--- config.mk ---
export PLATFORM = sky130hd
export DESIGN_NAME = mem_arbiter
export DESIGN_NICKNAME = d
export VERILOG_FILES = /design/src/rtl/cpu_types_pkg.sv /design/src/rtl/mem_arb_watchdog.sv /design/src/rtl/mem_arbiter.sv
export SDC_FILE = /design/constraint.sdc
export NUM_CORES = 1
export LEC_CHECK = 0
export BUFFER_PORTS_ARGS = -buffer_cell sky130_fd_sc_hd__buf_2
export CAP_MARGIN = 20
export CORE_ASPECT_RATIO = 2
export CORE_MARGIN = 3
export CORE_UTILIZATION = 50
export CTS_CLUSTER_SIZE = 16
export DETAILED_ROUTE_END_ITERATION = 6
export MAX_ROUTING_LAYER = met4
export PLACE_DENSITY = 0.91
export SYNTH_ARGS = -nofsm -noshare
export SYNTH_HDL_FRONTEND = slang
export SYNTH_SLANG_ARGS = --single-unit
--- constraint.sdc ---
create_clock -name CLK -period 3.8 [get_ports CLK]
set_clock_uncertainty 0.05 [all_clocks]
set_input_delay 0.76 -clock CLK [delete_from_list [all_inputs] [get_ports CLK]]
set_output_delay 0.76 -clock CLK [all_outputs]
set_load 0.005 [all_outputs]
--- src/rtl/cpu_types_pkg.sv ---
// Shared CPU types: RAM handshake, word type and the memory-arbiter state/owner encodings.
package cpu_types_pkg;

    typedef logic [31:0] word_t;

    typedef enum logic [1:0] {
        FREE   = 2'd0,
        BUSY   = 2'd1,
        ACCESS = 2'd2,
        ERROR  = 2'd3
    } ramstate_t;

    typedef enum logic [1:0] {
        IDLE   = 2'd0,
        ISERVE = 2'd1,
        DSERVE = 2'd2,
        DONE   = 2'd3
    } arb_state_t;

    typedef enum logic {
        OWN_I = 1'b0,
        OWN_D = 1'b1
    } arb_owner_t;

    localparam int ARB_TIMEOUT_DEFAULT = 1023;

    // True when the RAM has finished the current access, successfully or not.
    function automatic logic ramDone(ramstate_t s);
        return (s == ACCESS) || (s == ERROR);
    endfunction

endpackage

--- src/rtl/mem_arb_watchdog.sv ---
// Transaction watchdog for mem_arbiter: loadable up-counter with clear and a
// terminal flag that rises as the count reaches TIMEOUT.
module mem_arb_watchdog
    import cpu_types_pkg::*;
#(
    parameter int TIMEOUT = ARB_TIMEOUT_DEFAULT,
    parameter int CNT_W   = $clog2(TIMEOUT + 1)
) (
    input  logic             CLK,
    input  logic             nRST,
    input  logic             clr,
    input  logic             load,
    input  logic [CNT_W-1:0] loadVal,
    input  logic             inc,
    output logic             terminal
);

    localparam logic [CNT_W-1:0] LIMIT = CNT_W'(TIMEOUT);

    logic [CNT_W-1:0] count;

    always_ff @(posedge CLK or negedge nRST) begin
        if (!nRST) begin
            count <= '0;
        end else if (clr) begin
            count <= '0;
        end else if (load) begin
            count <= loadVal;
        end else if (inc && (count != LIMIT)) begin
            count <= count + 1'b1;
        end
    end

    // Flag the increment that lands on LIMIT so a serve state lasts exactly TIMEOUT cycles.
    assign terminal = (count == LIMIT) || (inc && (count == (LIMIT - 1'b1)));

endmodule

--- src/rtl/mem_arbiter.sv ---
// Arbiter for the shared RAM port between instruction fetch (I) and MEM-stage data (D).
// Optional I-side fairness limit is built when MEM_ARB_FAIR_EN is defined.
//
// state  | meaning
// IDLE   | no transaction; picks D (or I) and latches its request
// ISERVE | RAM read strobe held for the latched instruction address
// DSERVE | RAM read or write strobe held for the latched data request
// DONE   | one-cycle completion; owner's wait drops
module mem_arbiter
    import cpu_types_pkg::*;
#(
    parameter int TIMEOUT = ARB_TIMEOUT_DEFAULT
`ifdef MEM_ARB_FAIR_EN
    ,
    parameter int DSTREAK_MAX = 4
`endif
) (
    input  logic        CLK,
    input  logic        nRST,
    input  logic        iREN,
    input  logic [31:0] iaddr,
    output logic [31:0] iload,
    output logic        iwait,
    input  logic        dREN,
    input  logic        dWEN,
    input  logic [31:0] daddr,
    input  logic [31:0] dstore,
    output logic [31:0] dload,
    output logic        dwait,
    output logic        ramREN,
    output logic        ramWEN,
    output logic [31:0] ramaddr,
    output logic [31:0] ramstore,
    input  logic [31:0] ramload,
    input  logic [1:0]  ramstate,
    output logic        memerr
);

    localparam int WD_W = $clog2(TIMEOUT + 1);

    arb_state_t state, stateNext;
    arb_owner_t owner;
    ramstate_t  ramState;

    word_t addrLat;
    word_t storeLat;
    logic  writeLat;
    word_t iloadReg;
    word_t dloadReg;
    logic  memerrReg;

    logic dReq;
    logic pickD;
    logic grantD;
    logic grantI;
    logic finishOk;
    logic finishErr;
    logic serving;
    logic wdInc;
    logic wdTerminal;

    assign ramState = ramstate_t'(ramstate);
    assign dReq     = dREN | dWEN;
    assign serving  = (state == ISERVE) || (state == DSERVE);
    assign wdInc    = serving && !ramDone(ramState);

`ifdef MEM_ARB_FAIR_EN
    localparam int STREAK_W = $clog2(DSTREAK_MAX + 1);
    localparam logic [STREAK_W-1:0] STREAK_LIMIT = STREAK_W'(DSTREAK_MAX);

    logic [STREAK_W-1:0] streak;

    // Only D grants that overtook a waiting I count toward the streak.
    always_ff @(posedge CLK or negedge nRST) begin
        if (!nRST) begin
            streak <= '0;
        end else if (grantI) begin
            streak <= '0;
        end else if (grantD) begin
            streak <= iREN ? streak + 1'b1 : '0;
        end
    end

    assign pickD = dReq && !(iREN && (streak == STREAK_LIMIT));
`else
    assign pickD = dReq;
`endif

    mem_arb_watchdog #(
        .TIMEOUT (TIMEOUT),
        .CNT_W   (WD_W)
    ) u_watchdog (
        .CLK      (CLK),
        .nRST     (nRST),
        .clr      (grantD | grantI),
        .load     (1'b0),
        .loadVal  ({WD_W{1'b0}}),
        .inc      (wdInc),
        .terminal (wdTerminal)
    );

    always_ff @(posedge CLK or negedge nRST) begin
        if (!nRST) begin
            state <= IDLE;
        end else begin
            state <= stateNext;
        end
    end

    always_comb begin
        stateNext = state;
        grantD    = 1'b0;
        grantI    = 1'b0;
        finishOk  = 1'b0;
        finishErr = 1'b0;
        ramREN    = 1'b0;
        ramWEN    = 1'b0;
        case (state)
            IDLE: begin
                if (pickD) begin
                    grantD    = 1'b1;
                    stateNext = DSERVE;
                end else if (iREN) begin
                    grantI    = 1'b1;
                    stateNext = ISERVE;
                end
            end
            ISERVE, DSERVE: begin
                if (state == ISERVE) begin
                    ramREN = 1'b1;
                end else begin
                    ramWEN = writeLat;
                    ramREN = !writeLat;
                end
                // A RAM-reported result wins over a watchdog expiring in the same cycle.
                if (ramState == ACCESS) begin
                    finishOk  = 1'b1;
                    stateNext = DONE;
                end else if ((ramState == ERROR) || wdTerminal) begin
                    finishErr = 1'b1;
                    stateNext = DONE;
                end
            end
            DONE: begin
                stateNext = IDLE;
            end
            default: begin
                stateNext = IDLE;
            end
        endcase
    end

    // Request latches: later changes on the requester side are ignored until the next grant.
    always_ff @(posedge CLK or negedge nRST) begin
        if (!nRST) begin
            owner    <= OWN_I;
            addrLat  <= '0;
            storeLat <= '0;
            writeLat <= 1'b0;
        end else if (grantD) begin
            owner    <= OWN_D;
            addrLat  <= daddr;
            storeLat <= dstore;
            writeLat <= dWEN;
        end else if (grantI) begin
            owner    <= OWN_I;
            addrLat  <= iaddr;
            writeLat <= 1'b0;
        end
    end

    always_ff @(posedge CLK or negedge nRST) begin
        if (!nRST) begin
            iloadReg  <= '0;
            dloadReg  <= '0;
            memerrReg <= 1'b0;
        end else if (finishErr) begin
            memerrReg <= 1'b1;
            if (owner == OWN_D) begin
                dloadReg <= '0;
            end else begin
                iloadReg <= '0;
            end
        end else if (finishOk && !writeLat) begin
            if (owner == OWN_D) begin
                dloadReg <= ramload;
            end else begin
                iloadReg <= ramload;
            end
        end
    end

    assign ramaddr  = addrLat;
    assign ramstore = storeLat;
    assign iload    = iloadReg;
    assign dload    = dloadReg;
    assign memerr   = memerrReg;

    assign iwait = iREN & ~((state == DONE) && (owner == OWN_I));
    assign dwait = dReq & ~((state == DONE) && (owner == OWN_D));

endmodule

; ---- Word level (Yosys, flattened, before mapping)
; Index checks and enable logic that the tools add are counted.
[word_totals]
word_cells = 85
register_bits = 143
output_inout_bits = 133
[classes]
reduce_logical = 20
add_sub_neg = 1
n_bitwise = 7
n_mux = 34
n_eq_ne = 14
[ops]
columns = cell, n
row1 = $mux W32, 10
row2 = $eq A10 B10 Y1 const B, 2
row3 = $mux W10, 2
row4 = $mux W1, 17
row5 = $add A10 B1 Y10 const B, 1
row6 = $ne A10 B10 Y1 const B, 1
row7 = $eq A2 B2 Y1 const B, 4
row8 = $mux W2, 4
row9 = $ne A2 B2 Y1 const B, 4
row10 = $logic_and A1 B1 Y1, 6
row11 = $ne A3 B3 Y1 const B, 2
row12 = $pmux W2 S3, 1
row13 = $reduce_and A3 Y1, 2
row14 = $reduce_bool A2 Y1, 3
row15 = $logic_or A1 B1 Y1, 4
row16 = $not A1 Y1, 3
row17 = $and A1 B1 Y1, 2
row18 = $eq A2 B1 Y1 const B, 1
row19 = $logic_not A1 Y1, 2
row20 = $logic_not A2 Y1, 1
row21 = $or A1 B1 Y1, 2
row22 = $reduce_and A2 Y1, 1
row23 = $reduce_or A2 Y1, 1

; ---- Depth between registers and ports, before layout
[logic_depth]
ltp_word = 12
depth_mapped = 8
mapped_depth_nobuf = 6

; ---- Modules after synthesis
; From an unflattened synthesis, not the netlist that was laid out.
[unflattened]
cells_unflattened = 484
area_unflattened_um2 = 6010.8
[by_module_without_submodules]
columns = module, cells_each, area_each_um2, n_inst
row1 = mem_arbiter, 405, 5292.6, 1
row2 = mem_arb_watchdog, 79, 718.2, 1

; ---- Worst setup path before layout
; Ideal clock, no wire load.
[synth_timing]
path_kind = in2out
startpoint = input dWEN
endpoint = output dwait
t_arrival_ns = 1.467
required_time_ns = 2.990
path_slack_ns = 1.523
cell_stages = 3
cell_sequence = nor2_1 > clkbuf_1 > a21oi_1
[synth_via]
elab_chain_len = 2
[synth_lines]
columns = element, line_no
row1 = from (decl), mem_arbiter.sv:25  ; input logic dWEN,
row2 = $or A1 B1 Y1, mem_arbiter.sv:63  ; assign dReq = dREN | dWEN;
row3 = $and A1 B1 Y1, mem_arbiter.sv:200  ; assign dwait = dReq & ~((state == DONE) && (owner == OWN_D));
row4 = to (decl), mem_arbiter.sv:29  ; output logic dwait,
; No other way between the ends.

; ---- Final worst setup path
[layout_timing]
startpoint = register state[0]
endpoint = output ramWEN
[layout_via]
elab_chain_len = 3
word_cells_on_any_way = 5
cone_classes = eq/ne (2) / mux (2) / reduce/logical (1)
[layout_lines]
columns = element, line_no
row1 = from (decl), mem_arbiter.sv:41  ; arb_state_t state, stateNext;
row2 = from (signal assigned), mem_arbiter.sv:106  ; state <= stateNext;
row3 = $eq A2 B1 Y1 / $eq A2 B2 Y1 (equally long branches), "mem_arbiter.sv:118, mem_arbiter.sv:129"
row4 = $mux W1 / $reduce_or A2 Y1 (equally long branches), "mem_arbiter.sv:129, mem_arbiter.sv:118"
row5 = $mux W1 *, mem_arbiter.sv:118  ; case (state)
row6 = to (decl), mem_arbiter.sv:31  ; output logic ramWEN,
; Every way passes the cells marked *; elsewhere a longest branch is shown, timed or not.

==> qor.txt <==
===============================================================================
Result of the run ................................................ complete, no violations
Post-route cell area .............................................     7805 µm²
Final core occ ...................................................       68.74%
Area of the placeable core .......................................    11350 µm²
Final-report setup violation count ...............................            0
First-iteration detailed-routing DRC count .......................          233
Commonest non-fill, non-tap cells in the layout .................. 266 x buf_2, 143 x dfrtp_1, 42 x nor2_1
X dimension of the die ...........................................     82.21 µm
# Max-Cap Violations .............................................            0
Met1 global-route usage ..........................................       28.90%
Switching Share ..................................................       34.13%
Clock Tree Root ..................................................    clkbuf_16
Level count of the clock H-tree ..................................            4
Relative contribution of the clock network to total power ........        24.8%
Estimated wirelength of the detail-placed design .................     11940 µm
Remaining global-route overflow ..................................            0
Die outline area .................................................    13020 µm²
Element type at the critical path end ............................   output pin
Data arrival time of the critical path ...........................      1810 ps
Clock tree from TritonCTS ........................................          yes
CTS clk-pin slew, worst paths ....................................        70 ps
Placement-stage cell area ........................................     7227 µm²
CTS max path bufs ................................................            2
Type of the worst min-delay path ................................. primary input to asynchronous set/reset pin
Number of nets in the final layout ...............................          856
Post-CTS Hold Fix Bufs ...........................................            0
CP Data Required Time ............................................      2990 ps
Wirelength per Cell ..............................................     18.92 µm
Final routed wirelength across all metal layers ..................     16460 µm
Share of the cycle needed by the critical path after routing .....       68.89%
Number of rows in the core area ..................................           55
Accumulated negative setup slack .................................         0 ps
Power per cell area .............................................. 808.9 nW/µm²
Effective utilization at floorplan ...............................       51.15%
Net count of the mapped netlist ..................................          592
Mean post-synth cell area ........................................    12.88 µm²
Number of synthesized flops with an enable pin ...................            0
Number of top-level design ports .................................          268
Leak .............................................................  0.003993 µW
Synthesized area .................................................     5808 µm²
Clock sink count .................................................          143
Overall die height ...............................................     158.4 µm
Via count of the routed design ...................................         5011
Portion of total power attributed to combinational logic .........        35.2%
Largest driver fanout on the critical path .......................           11
Area Overhead vs Synth ...........................................       34.38%
Vias per Instance ................................................        5.760
First-pass GRT wire length .......................................     24940 µm
Most instantiated flip-flop cell in the synthesis netlist ........      dfrtp_1
Count of different cell masters after synthesis ..................           46
FFs w/ async S/R, synth ..........................................       100.0%
Crit Path Category ............................................... register to output pin
Most common library cell in the layout ignoring fill and taps ....        buf_2
Flop and latch count out of synthesis ............................          143
GR Util All Layers ...............................................       25.63%
Worst reg2reg setup slack ........................................      1560 ps
Antenna violations before repair .................................            0
Placer Congestion ................................................       0.8661
Share of the yosys chip area belonging to registers ..............       61.61%
Fmax achieved ....................................................   0.3820 GHz
Max-slew headroom at the worst pin ...............................       50.44%
Count of port buffers added during placement .....................          267
Final hold violations ............................................            0
Clk Latency, worst-skew pair .....................................       400 ps
Count of final max-slew check failures ...........................            0
Kind of launch point of the worst setup path .....................     register
Hold_ws ..........................................................     340.0 ps
IR drop worst, VDD ...............................................     580.6 µV
Ys Warns .........................................................            0
Met3 layer usage reported by global route ........................       4.813%
Post-route minimum period ........................................      2618 ps
Cell-internal power ..............................................      4159 µW
Slew of the pin with the lowest slew margin ......................     742.6 ps
Part of the power in registers ...................................        40.0%
RSZ-0062 raised after global routing .............................        false
Layout cells sized above 1 .......................................       52.75%
DRC violations left ..............................................            0
Remaining antenna violation count ................................            0
Pin count of the biggest net entering global routing .............           82
Post-CTS setup buffer count ......................................            0
Peak-usage layer in the global routing report ....................         met2
Gate count of the mapped netlist .................................          451
Quantity of gates resized following cts ..........................            0
Via count of the first global-routing pass .......................         5137
GRT met2 Usage ...................................................       43.72%
Detailed-routing iteration count for the pre-antenna-repair pass .            5
Total CTS buffers ................................................           17
Switching power ..................................................      2155 µW
Number of inserted diodes ........................................            0
===============================================================================
==> cell families after synthesis <==
group / Yosys count / synth area share [%]
fa+ha+maj: 6 / 1.293
xor+xnor: 6 / 0.9048
flops: 143 / 61.61
simple gates: 70 / 6.032
compound gates: 153 / 19.67
buf+inv: 38 / 3.748
mux: 35 / 6.743
==> metal layers <==
| layer | part of all wire (%) | vias to the layer above |
|---|---|---|
| met5 | 0 | - |
| met4 | 2.7 | 0 |
| met3 | 6.6 | 36 |
| met2 | 55 | 274 |
| met1 | 36 | 2493 |
| li1 | - | 2208 |
==> registers in the layout, summed over array words and instances (netlist names) <==
name              cells
ramstore             32
iload                32
state                 2
memerr                1
u_watchdog.count     10
owner                 1
ramaddr              32
dload                32
writeLat              1
==> Yosys cell counts (2+ instances only) <==
master / n / area (µm²)
o211ai_2: 2 / 25.02
a21oi_1: 38 / 190.2
ha_1: 6 / 75.07
mux2i_1: 2 / 20.02
nand3_1: 3 / 15.01
o22ai_1: 32 / 200.2
o21a_1: 2 / 15.01
buf_2: 5 / 25.02
nand4_1: 2 / 12.51
nor3_1: 2 / 10.01
inv_1: 6 / 22.52
nor2b_1: 2 / 12.51
xnor2_1: 5 / 43.79
mux2_2: 33 / 371.6
nor2_1: 45 / 168.9
clkbuf_1: 17 / 63.81
buf_6: 9 / 101.4
or3_1: 2 / 12.51
nand2_1: 5 / 18.77
a22o_2: 30 / 300.3
a22o_1: 34 / 297.8
o21ai_0: 3 / 15.01
dfrtp_1: 143 / 3578
==> power groups by stage <==
stage / clock network [µW] / logic, µW / registers [µW]
finish: 1570 / 2220 / 2520
global route: 1680 / 2450 / 2590
CTS: 1590 / 2240 / 2520
detailed placement: 0 / 2220 / 2530
global placement: 0 / 2110 / 2500
floorplan: 0 / 1200 / 2540
==> final cells by class <==
| cell class | count | area (µm²) |
|---|---|---|
| clock buffers | 19 | 442.9 |
| repair buffers | 277 | 1438 |
| inverters | 6 | 22.52 |
| flip-flops and latches | 143 | 3578 |
| well taps | 142 | 177.7 |
| clock inverters | 13 | 120.1 |
| multi-input cells | 270 | 2026 |
| fillers | 779 | 3550 |
==> path summary, 6_finish.rpt <==
path | from | end | cells after the start
min in group CLK | memerr$_DFFE_PN0P_ | memerr$_DFFE_PN0P_ | 1
worst min register to register | memerr$_DFFE_PN0P_ | memerr$_DFFE_PN0P_ | 1
max in group asynchronous | nRST | ramstore[9]$_DFFE_PN0P_ | 2
worst max-delay path | state[0]$_DFFE_PN0P_ | ramWEN | 4
worst max register to register | state[0]$_DFFE_PN0P_ | u_watchdog.count[6]$_DFFE_PN0P_ | 6
worst min-delay path | nRST | iload[24]$_DFFE_PN0P_ | 1
==> worst max-delay path: stages, from the launching register on <==
cell and delay, ps:
dfrtp_1 400, inv_1 90, ha_1 510, nor3b_1 250
buf_2 150
==> through the flow <==
step / total power, µW / setup WS [ps] / cells
after CTS: 6358 / 1167 / 869
after floorplan: 3743 / 1523 / 451
after global placement: 4611 / 965.2 / 837
after detailed placement: 4751 / 815.9 / 837
final: 6314 / 1182 / 870
after global routing: 6708 / 1094 / 870
Note: power is estimated with default switching activity, not from simulation.
